===== src/rtl/dp_ram_arbiter.sv =====
// Access controller for the dual-port RAM: one write client, NUM_RD round-robin read clients,
// with a stall counter that forces a read slot when continuous writes starve the readers.
module dp_ram_arbiter #(
    parameter int WIDTH     = 8,
    parameter int DEPTH     = 1024,
    parameter int NUM_RD    = 2,
    parameter int MAX_STALL = 4,
    localparam int AW       = $clog2(DEPTH)
) (
    input  logic                   clk,
    input  logic                   rst_n,
    input  logic                   w_valid,
    input  logic [AW-1:0]          w_addr,
    input  logic [WIDTH-1:0]       w_data,
    output logic                   w_ready,
    input  logic [NUM_RD-1:0]      r_valid,
    input  logic [NUM_RD*AW-1:0]   r_addr,
    output logic [NUM_RD-1:0]      r_ready,
    output logic [NUM_RD-1:0]      r_rvalid,
    output logic [WIDTH-1:0]       r_rdata,
    output logic                   ram_wr,
    output logic [AW-1:0]          ram_waddr,
    output logic [WIDTH-1:0]       ram_din,
    output logic                   ram_rd,
    output logic [AW-1:0]          ram_raddr,
    input  logic [WIDTH-1:0]       ram_dout
);

    localparam int PW = (NUM_RD > 1) ? $clog2(NUM_RD) : 1;
    localparam int SW = $clog2(MAX_STALL + 1);

    logic [PW-1:0]     ptr, ptr_nxt, win, idx;
    logic              found;
    int                idx_i;
    logic [SW-1:0]     stall_cnt, stall_nxt;
    logic              force_rd, force_nxt;
    logic [NUM_RD-1:0] grant;
    logic [NUM_RD-1:0] rvalid_p1;
    logic [AW-1:0]     addr_arr [NUM_RD];

    always_comb begin
        for (int i = 0; i < NUM_RD; i++) begin
            addr_arr[i] = r_addr[i*AW +: AW];
        end
    end

    // Write path: the writer only yields when a read is being forced.
    assign w_ready   = !force_rd && rst_n;
    assign ram_wr    = w_valid && w_ready;
    assign ram_waddr = w_addr;
    assign ram_din   = w_data;

    // Round-robin search starting at ptr; first requesting client wins.
    always_comb begin
        found = 1'b0;
        win   = '0;
        idx   = '0;
        idx_i = 0;
        for (int k = 0; k < NUM_RD; k++) begin
            idx_i = (int'(ptr) + k) % NUM_RD;
            idx   = PW'(idx_i);
            if (!found && r_valid[idx]) begin
                found = 1'b1;
                win   = idx;
            end
        end
    end

    always_comb begin
        grant = '0;
        if (found && !ram_wr && rst_n) begin
            grant[win] = 1'b1;
        end
    end

    assign r_ready   = grant;
    assign ram_rd    = |grant;
    assign ram_raddr = addr_arr[win];

    always_comb begin
        ptr_nxt = ptr;
        if (|grant) begin
            ptr_nxt = (int'(win) == NUM_RD - 1) ? '0 : win + 1'b1;
        end

        stall_nxt = stall_cnt;
        if ((|grant) || (r_valid == '0)) begin
            stall_nxt = '0;
        end else if (ram_wr) begin
            stall_nxt = stall_cnt + 1'b1;
        end

        // One blocked write cycle per starvation event, released after the forced grant.
        if (force_rd) begin
            force_nxt = !(|grant) && (|r_valid);
        end else begin
            force_nxt = (|r_valid) && (stall_nxt == SW'(MAX_STALL));
        end
    end

    // Stage boundary: arbitration state and the grant-to-response register.
    always_ff @(posedge clk) begin
        if (!rst_n) begin
            ptr       <= '0;
            stall_cnt <= '0;
            force_rd  <= 1'b0;
            rvalid_p1 <= '0;
        end else begin
            ptr       <= ptr_nxt;
            stall_cnt <= stall_nxt;
            force_rd  <= force_nxt;
            rvalid_p1 <= grant;
        end
    end

    // Gated so a grant issued just before reset never surfaces as a response.
    assign r_rvalid = rst_n ? rvalid_p1 : '0;
    assign r_rdata  = ram_dout;

endmodule


===== config.mk =====
export PLATFORM = sky130hd
export DESIGN_NAME = dp_ram_arbiter
export DESIGN_NICKNAME = d
export VERILOG_FILES = /design/src/rtl/dp_ram_arbiter.sv
export SDC_FILE = /design/constraint.sdc
export NUM_CORES = 1
export LEC_CHECK = 0
export CELL_PAD_IN_SITES_DETAIL_PLACEMENT = 1
export CELL_PAD_IN_SITES_GLOBAL_PLACEMENT = 1
export CORE_MARGIN = 5
export CORE_UTILIZATION = 12
export DETAILED_ROUTE_END_ITERATION = 10
export GPL_TIMING_DRIVEN = 0
export PLACE_DENSITY_LB_ADDON = 0.12
export SETUP_SLACK_MARGIN = 0.4
export SLEW_MARGIN = 20
export SYNTH_ARGS = -nofsm -noshare
export SYNTH_HDL_FRONTEND = slang
export SYNTH_SLANG_ARGS = --single-unit

===== constraint.sdc =====
create_clock -name clk -period 1.2 [get_ports clk]
set_input_delay 0.24 -clock clk [delete_from_list [all_inputs] [get_ports clk]]
set_output_delay 0.24 -clock clk [all_outputs]
set_load 0.1 [all_outputs]

==> metrics.md, run 1 <==
| Metric | Value |
|---|---|
| Status | `complete, but fails checks` |
| Failing checks | `setup timing` |
| Combinational Power Share | `68.8%` |
| Num Clock Sinks | `7` |
| Largest net degree at the start of global routing | `6` |
| GRT Total Usage | `slightly below 9%` |
| Critical path capture point type | `output pin` |
| Final Cycle Share | `138%` |
| RSZ-0062 raised after global routing | `yes` |
| Placer Congestion | `~0.71` |
| Congestion Overflow GR | `0` |
| CP Data Required Time | `about 0.96 ns` |
| Reg2reg end | `ptr` |
| Sequential share of power | `a little over an eighth` |
| First-pass GRT wire length | `approximately 4.4 mm` |
| Final Setup Violations | `16` |
| # fillers | `roughly 570` |
| Reg2Reg Depth | `8` |
| Async SR Flop Fraction | `0%` |
| WL/cell | `roughly 12 um` |
| Clock Root Buffer | `clkbuf_8` |
| Slew Viols, Final | `0` |
| Site row count | `26` |
| Type of origin of the critical path | `register` |
| Synth area leaders | `buf_4 32%, dfxtp_1 23%, mux2_2 18%, nor2_1 4.8%, o21ai_4 2.6%` |
| Setup WS post-layout | `-0.461 ns` |
| DRT iter0 DRCs | `4` |
| Post-Synthesis Cells | `between 70 and 80` |
| Total power draw | `about 1.9 mW` |
| Post-synthesis cell type count | `19` |
| Post-synthesis register bit count | `7` |
| Hold Crit Start | `rst_n` |
| Clk pwr share | `17.8%` |
| Die Wd | `a little over 80 um` |
| CTS Buf Count | `3` |
| Area grow syn2layout | `213%` |
| Critical Path AT | `~1.4 ns` |
| Drt first pass iters | `4` |
| Clk Latency, worst-skew pair | `0.23 ns` |
| M2 GR Usage | `between 15 and 20%` |
| Die H | `between 80 and 90 um` |
| Layout Utilization | `38.2%` |
| Clock Path Buffers | `2` |
| Placed insts | `approximately 210` |
| Post-synth EDFFs | `0` |
| P_sw | `~0.91 mW` |
| Slew HR | `79.9%` |
| Final hold viol count | `0` |
| GR Util met3 | `approximately 5.4%` |
| DRC | `0` |
| Hold Crit Class | `input pin to register` |
| Tmin final | `1.66 ns` |
| Worst r2r src | `force_rd` |
| Ratio of cells with drive above 1 in the final layout | `approximately four fifths` |
| Switching part of the total | `48.8%` |
| DP HPWL | `2.33 mm` |
| Final ANT Viol Nets | `0` |
| Area share of the largest cell type after synthesis | `a little under a third` |
| CP max FO | `5` |
| Int Power | `0.956 mW` |
| H-tree depth | `1` |
| Synth Cell Area | `619 um2` |
| TritonCTS clock tree | `done` |
| Vias per cell | `3.60` |
| DIE AREA | `6700 um2` |
| Ys Warns | `0` |
| Core Area | `~5100 um2` |
| CP startpoint | `ptr` |
| Area leader, netlist | `buf_4` |
| Multi-input gate area | `407 um2` |
| Final wirelength | `between 2 and 3 mm` |
| Hold Path Sink | `ptr` |
| Initial Util | `12.2%` |
| Seq. cell area | `146 um2` |
| Most numerous cell in the Yosys netlist | `buf_4` |
| Vias | `between 800 and 900` |
| Max_cap viols | `0` |
| CP Class | `register to output pin` |
| Antenna violations before repair | `0` |
| Ys flop type | `dfxtp_1` |
| Fin nets | `210` |
| P_leak | `around 0.9 nW` |
| Average size of a mapped cell | `about 8.7 um2` |
| Vias in the first global route | `about 900` |
| Mapped Nets | `123` |
| Fin cells | `roughly 230` |
| WHS Path Cells | `3` |
| VDD IR max | `0.329 mV` |
| Cts hold-fix bufs | `0` |
| Io pins | `94` |
| Actual slew at the worst max-slew pin | `~0.3 ns` |
| PD cells | `approximately 960 nW/um2` |
| Synth cell count leaders | `26 x buf_4, 10 x mux2_2, 8 x nor2_1` |
| Ant diodes | `0` |
| GR Util met1 | `7.55%` |
| PortBufs | `67` |
| Flop-to-flop setup slack | `-0.11 ns` |
| Gr busiest metal | `met2` |
| Register area share after synthesis | `22.6%` |
| Clock skew | `0.00436 ns` |
| Fmax | `~600 MHz` |
| Clock transition at path regs | `0.04 ns` |
worst max-delay path by stage:
stage | end | slack [ns]
after global placement | r_ready[0] | -1.74
after detailed placement | r_ready[0] | -1.75
after global routing | ram_raddr[4] | -0.52
after CTS | ram_raddr[4] | -0.50
final | ram_raddr[4] | -0.46
after floorplan | r_ready[0] | -0.54
cell type report:
type / instances / share of cell area [%]
plain buffers: 27 / 10.7
clock buffers: 4 / 2.33
inverters: 3 / 0.581
multi-input cells: 34 / 21.0
flip-flops and latches: 7 / 7.56
well taps: 70 / 4.52
repair buffers: 82 / 53.4
power by group through the flow:
stage | sequential (mW) | combinational (mW) | clock (mW)
after floorplan | 0.251 | 0.800 | 0
after global placement | 0.252 | 1.05 | 0
after detailed placement | 0.253 | 1.06 | 0
after CTS | 0.249 | 1.27 | 0.345
after global routing | 0.251 | 1.33 | 0.360
final | 0.250 | 1.28 | 0.333
timing repair:
| item | in CTS | in global routing |
|---|---|---|
| setup buffers | 10 | 4 |
| endpoints found under the setup margin | 50 | 24 |
| resized for setup | 373 | 10 |
| pin swaps | 5 | 4 |
| cloned | 1 | 0 |
worst max-delay path: stages, from the launching register on:
cell     delay, ns
dfxtp_2       0.33
o21ai_4       0.20
buf_6         0.17
mux2_4        0.32
buf_12        0.17
metrics by stage:
step | setup TNS, ns | hold slack, ns | setup slack [ns] | cell area (um2)
after global placement | -39.98 | 0.443 | -1.74 | 1450
final | -5.65 | 0.360 | -0.461 | 1940
after floorplan | -2.93 | 0.346 | -0.542 | 691
after CTS | -6.04 | 0.371 | -0.505 | 1890
after detailed placement | -40.49 | 0.465 | -1.75 | 1450
after global routing | -6.50 | 0.378 | -0.524 | 1940
routing by layer:
layer / routed length, um / part of all wire, % / up-vias
li1: - / - / 378
met1: 797 / 28 / 371
met2: 1490 / 53 / 64
met3: 505 / 18 / 5
met4: 38 / 1.3 / 0
met5: 0 / 0 / -
cells by family after synthesis:
kind of cell,share of synthesized area (%)
mux,18.2
compound gates,6.67
fa+ha+maj,2.02
buf+inv,35.2
simple gates,13.9
xor+xnor,1.41
flops,22.6
placed cells by master, fill, tap and decap left out, types with 2 or more instances in the layout:
cell type	n
buf_2	2
buf_6	39
nor2_4	3
and2_4	2
o21ai_4	2
clkdlybuf4s50_1	20
dfxtp_2	5
buf_12	18
mux2_4	10
buf_4	28
inv_2	2
clkbuf_8	3
dfxtp_1	2
nor2_1	4
state kept, by name, summed over array words and instances, names as in the netlist:
name,count
stall_cnt,3
rvalid_p1,2
force_rd,1
ptr,1
No activity file was read; power rests on OpenSTA's default activity.
==> run 2, diff against run 1 <==
Settings changed: CORE_MARGIN 5 to 8, RECOVER_POWER set to 50.
==> run 2 against run 1 <==
Against the previous run: the run still ends with setup timing left; wire length grew 17%; clock power about the same; utilization fell by 1.7 points.
==> metrics.md, run 2 (synthesis results as in run 1) <==
| Metric | Value |
|---|---|
| Status | `complete, but fails checks` |
| Failing checks | `setup timing` |
| DRC | `0 (unchanged)` |
| Max_cap viols | `0 (unchanged)` |
| Final wirelength | `3.33 mm (+17%)` |
| # fillers | `571 (-0.17%)` |
| Critical Path AT | `1.41 ns (about the same)` |
| RSZ-0062 raised after global routing | `yes` |
| Slew Viols, Final | `0 (unchanged)` |
| Cts hold-fix bufs | `0 (unchanged)` |
| Core Area | `5040 um2 (-0.64%)` |
| First-pass GRT wire length | `5.07 mm (+15%)` |
| Actual slew at the worst max-slew pin | `0.551 ns (+0.249 ns)` |
| Registers with the most flip-flops | `stall_cnt (3), rvalid_p1 (2)` |
| VDD IR max | `0.426 mV (+30%)` |
| CP Class | `register to output pin` |
| Vias per cell | `3.63 (+0.78%)` |
| PD cells | `997 nW/um2 (+3.4%)` |
| WL/cell | `14.6 um (+17%)` |
| Largest register FFs | `3 (unchanged)` |
| CP max FO | `5 (unchanged)` |
| Ant diodes | `0 (unchanged)` |
| PortBufs | `67 (unchanged)` |
| Clk Latency, worst-skew pair | `0.23 ns (about the same)` |
| Ratio of cells with drive above 1 in the final layout | `79.7% (+0.77 points)` |
| Final ANT Viol Nets | `0 (unchanged)` |
| Commonest non-fill, non-tap cells in the layout | `30 x buf_4, 22 x buf_6, 20 x clkdlybuf4s50_1, 17 x clkbuf_2, 17 x buf_12` |
| Die H | `87.8 um (+7.3%)` |
| CP Data Required Time | `0.96 ns (about the same)` |
| GRT Total Usage | `8.66% (-0.12 points)` |
| Top reg by flops | `stall_cnt` |
| Clock Root Buffer | `clkbuf_8` |
| Clock skew | `0.00151 ns (-0.00285 ns)` |
| Fmax | `604 MHz (+0.33%)` |
| Slew HR | `63.4% (-16 points)` |
| Dpl ws | `-1.77 ns (-0.0147 ns)` |
| Largest net degree at the start of global routing | `6 (unchanged)` |
| Fin nets | `211 (+0.48%)` |
| DIE AREA | `7720 um2 (+15%)` |
| Critical path capture point type | `output pin` |
| Vias in the first global route | `1030 (+14%)` |
| Commonest non-fill, non-tap cell in the layout | `buf_4` |
| Vias | `828 (+1.2%)` |
| Congestion Overflow GR | `0 (unchanged)` |
| Io pins | `94 (unchanged)` |
| Num Clock Sinks | `7 (unchanged)` |
| Initial Util | `12.3% (+0.079 points)` |
| Tmin final | `1.65 ns (-0.00554 ns)` |
| DP HPWL | `2.73 mm (+17%)` |
| Die Wd | `87.8 um (+7.3%)` |
| Placer Congestion | `0.642 (-9.2%)` |
| DRT iter0 DRCs | `15 (+11)` |
| Type of origin of the critical path | `register` |
| Final hold viol count | `0 (unchanged)` |
| TritonCTS clock tree | `done` |
| Clock transition at path regs | `0.04 ns (about the same)` |
| P_leak | `0.854 nW (-3.5%)` |
| Antenna violations before repair | `0 (unchanged)` |
| Setup WS post-layout | `-0.455 ns (+0.00554 ns)` |
| CTS Buf Count | `3 (unchanged)` |
| Clock Path Buffers | `2 (unchanged)` |
| Site row count | `26 (unchanged)` |
| Hold Crit Class | `input pin to register` |
| Flop-to-flop setup slack | `-0.12 ns (about the same)` |
| DP Area | `1450 um2 (unchanged)` |
| Drt first pass iters | `4 (unchanged)` |
| Area grow syn2layout | `197%` |
| Final Setup Violations | `15 (-1)` |
| Final Cycle Share | `138% (-0.46 points)` |
| H-tree depth | `1 (unchanged)` |
| Final Instance Area | `1840 um2 (-5.0%)` |
==> run 2: cell count changes in the layout (fill, tap and decap cells not counted), sizes merged <==
cell    change
buf        -16
clkbuf     +17
==> run 2: final cells by class <==
class / count / area [um2] / area share (%)
Sequential cell: 7 / 146 / 7.95
Timing Repair Buffer: 83 / 922 / 50.1
Multi-Input combinational cell: 34 / 422 / 22.9
Clock buffer: 4 / 45.0 / 2.45
Tap cell: 70 / 87.6 / 4.76
Buffer: 27 / 206 / 11.2
Inverter: 3 / 11.3 / 0.612
==> run 2: worst paths after layout <==
| check | start | to | cells after the start |
|---|---|---|---|
| hold reg to reg | stall_cnt[0] | stall_cnt[0] | 1 |
| setup reg to reg | force_rd | ptr | 8 |
| setup / recovery | ptr | ram_raddr[5] | 4 |
| hold / removal | rst_n | ptr | 3 |
==> run 2: timing repair <==
item	in CTS	in global routing
setup buffers	9	6
pin swaps	6	5
gates cloned	1	0
resized for setup	372	12
setup endpoints to repair	50	24
==> run 2: critical path: stages (launching register included) <==
cell	delay [ns]
dfxtp_2	0.33
o21ai_4	0.20
buf_6	0.17
mux2_4	0.32
buf_12	0.17
==> run 2: stage by stage <==
step,hold slack [ns],setup TNS (ns),total power [mW],cells,utilization [%]
3_5_place_dp,0.467,-40.43,1.32,208,28.7
5_1_grt,0.368,-6.34,1.91,228,36.5
6_report,0.363,-5.40,1.84,228,36.5
2_1_floorplan,0.346,-2.93,1.05,71,-
3_3_place_gp,0.445,-40.15,1.31,208,28.7
4_1_cts,0.367,-5.69,1.87,222,37.0
==> run 2: layer usage <==
metal	track usage, %	vias to the layer above	wire (um)
met1	6.44	376	919
li1	-	381	-
met2	14.4	69	1610
met4	2.34	0	17
met3	9.57	2	780
met5	0	-	0
==> run 2: power breakdown <==
part	internal (mW)	switching (mW)
Clock	0.230	0.105
Sequential	0.243	0.00589
Combinational	0.446	0.805
Total	0.920	0.916
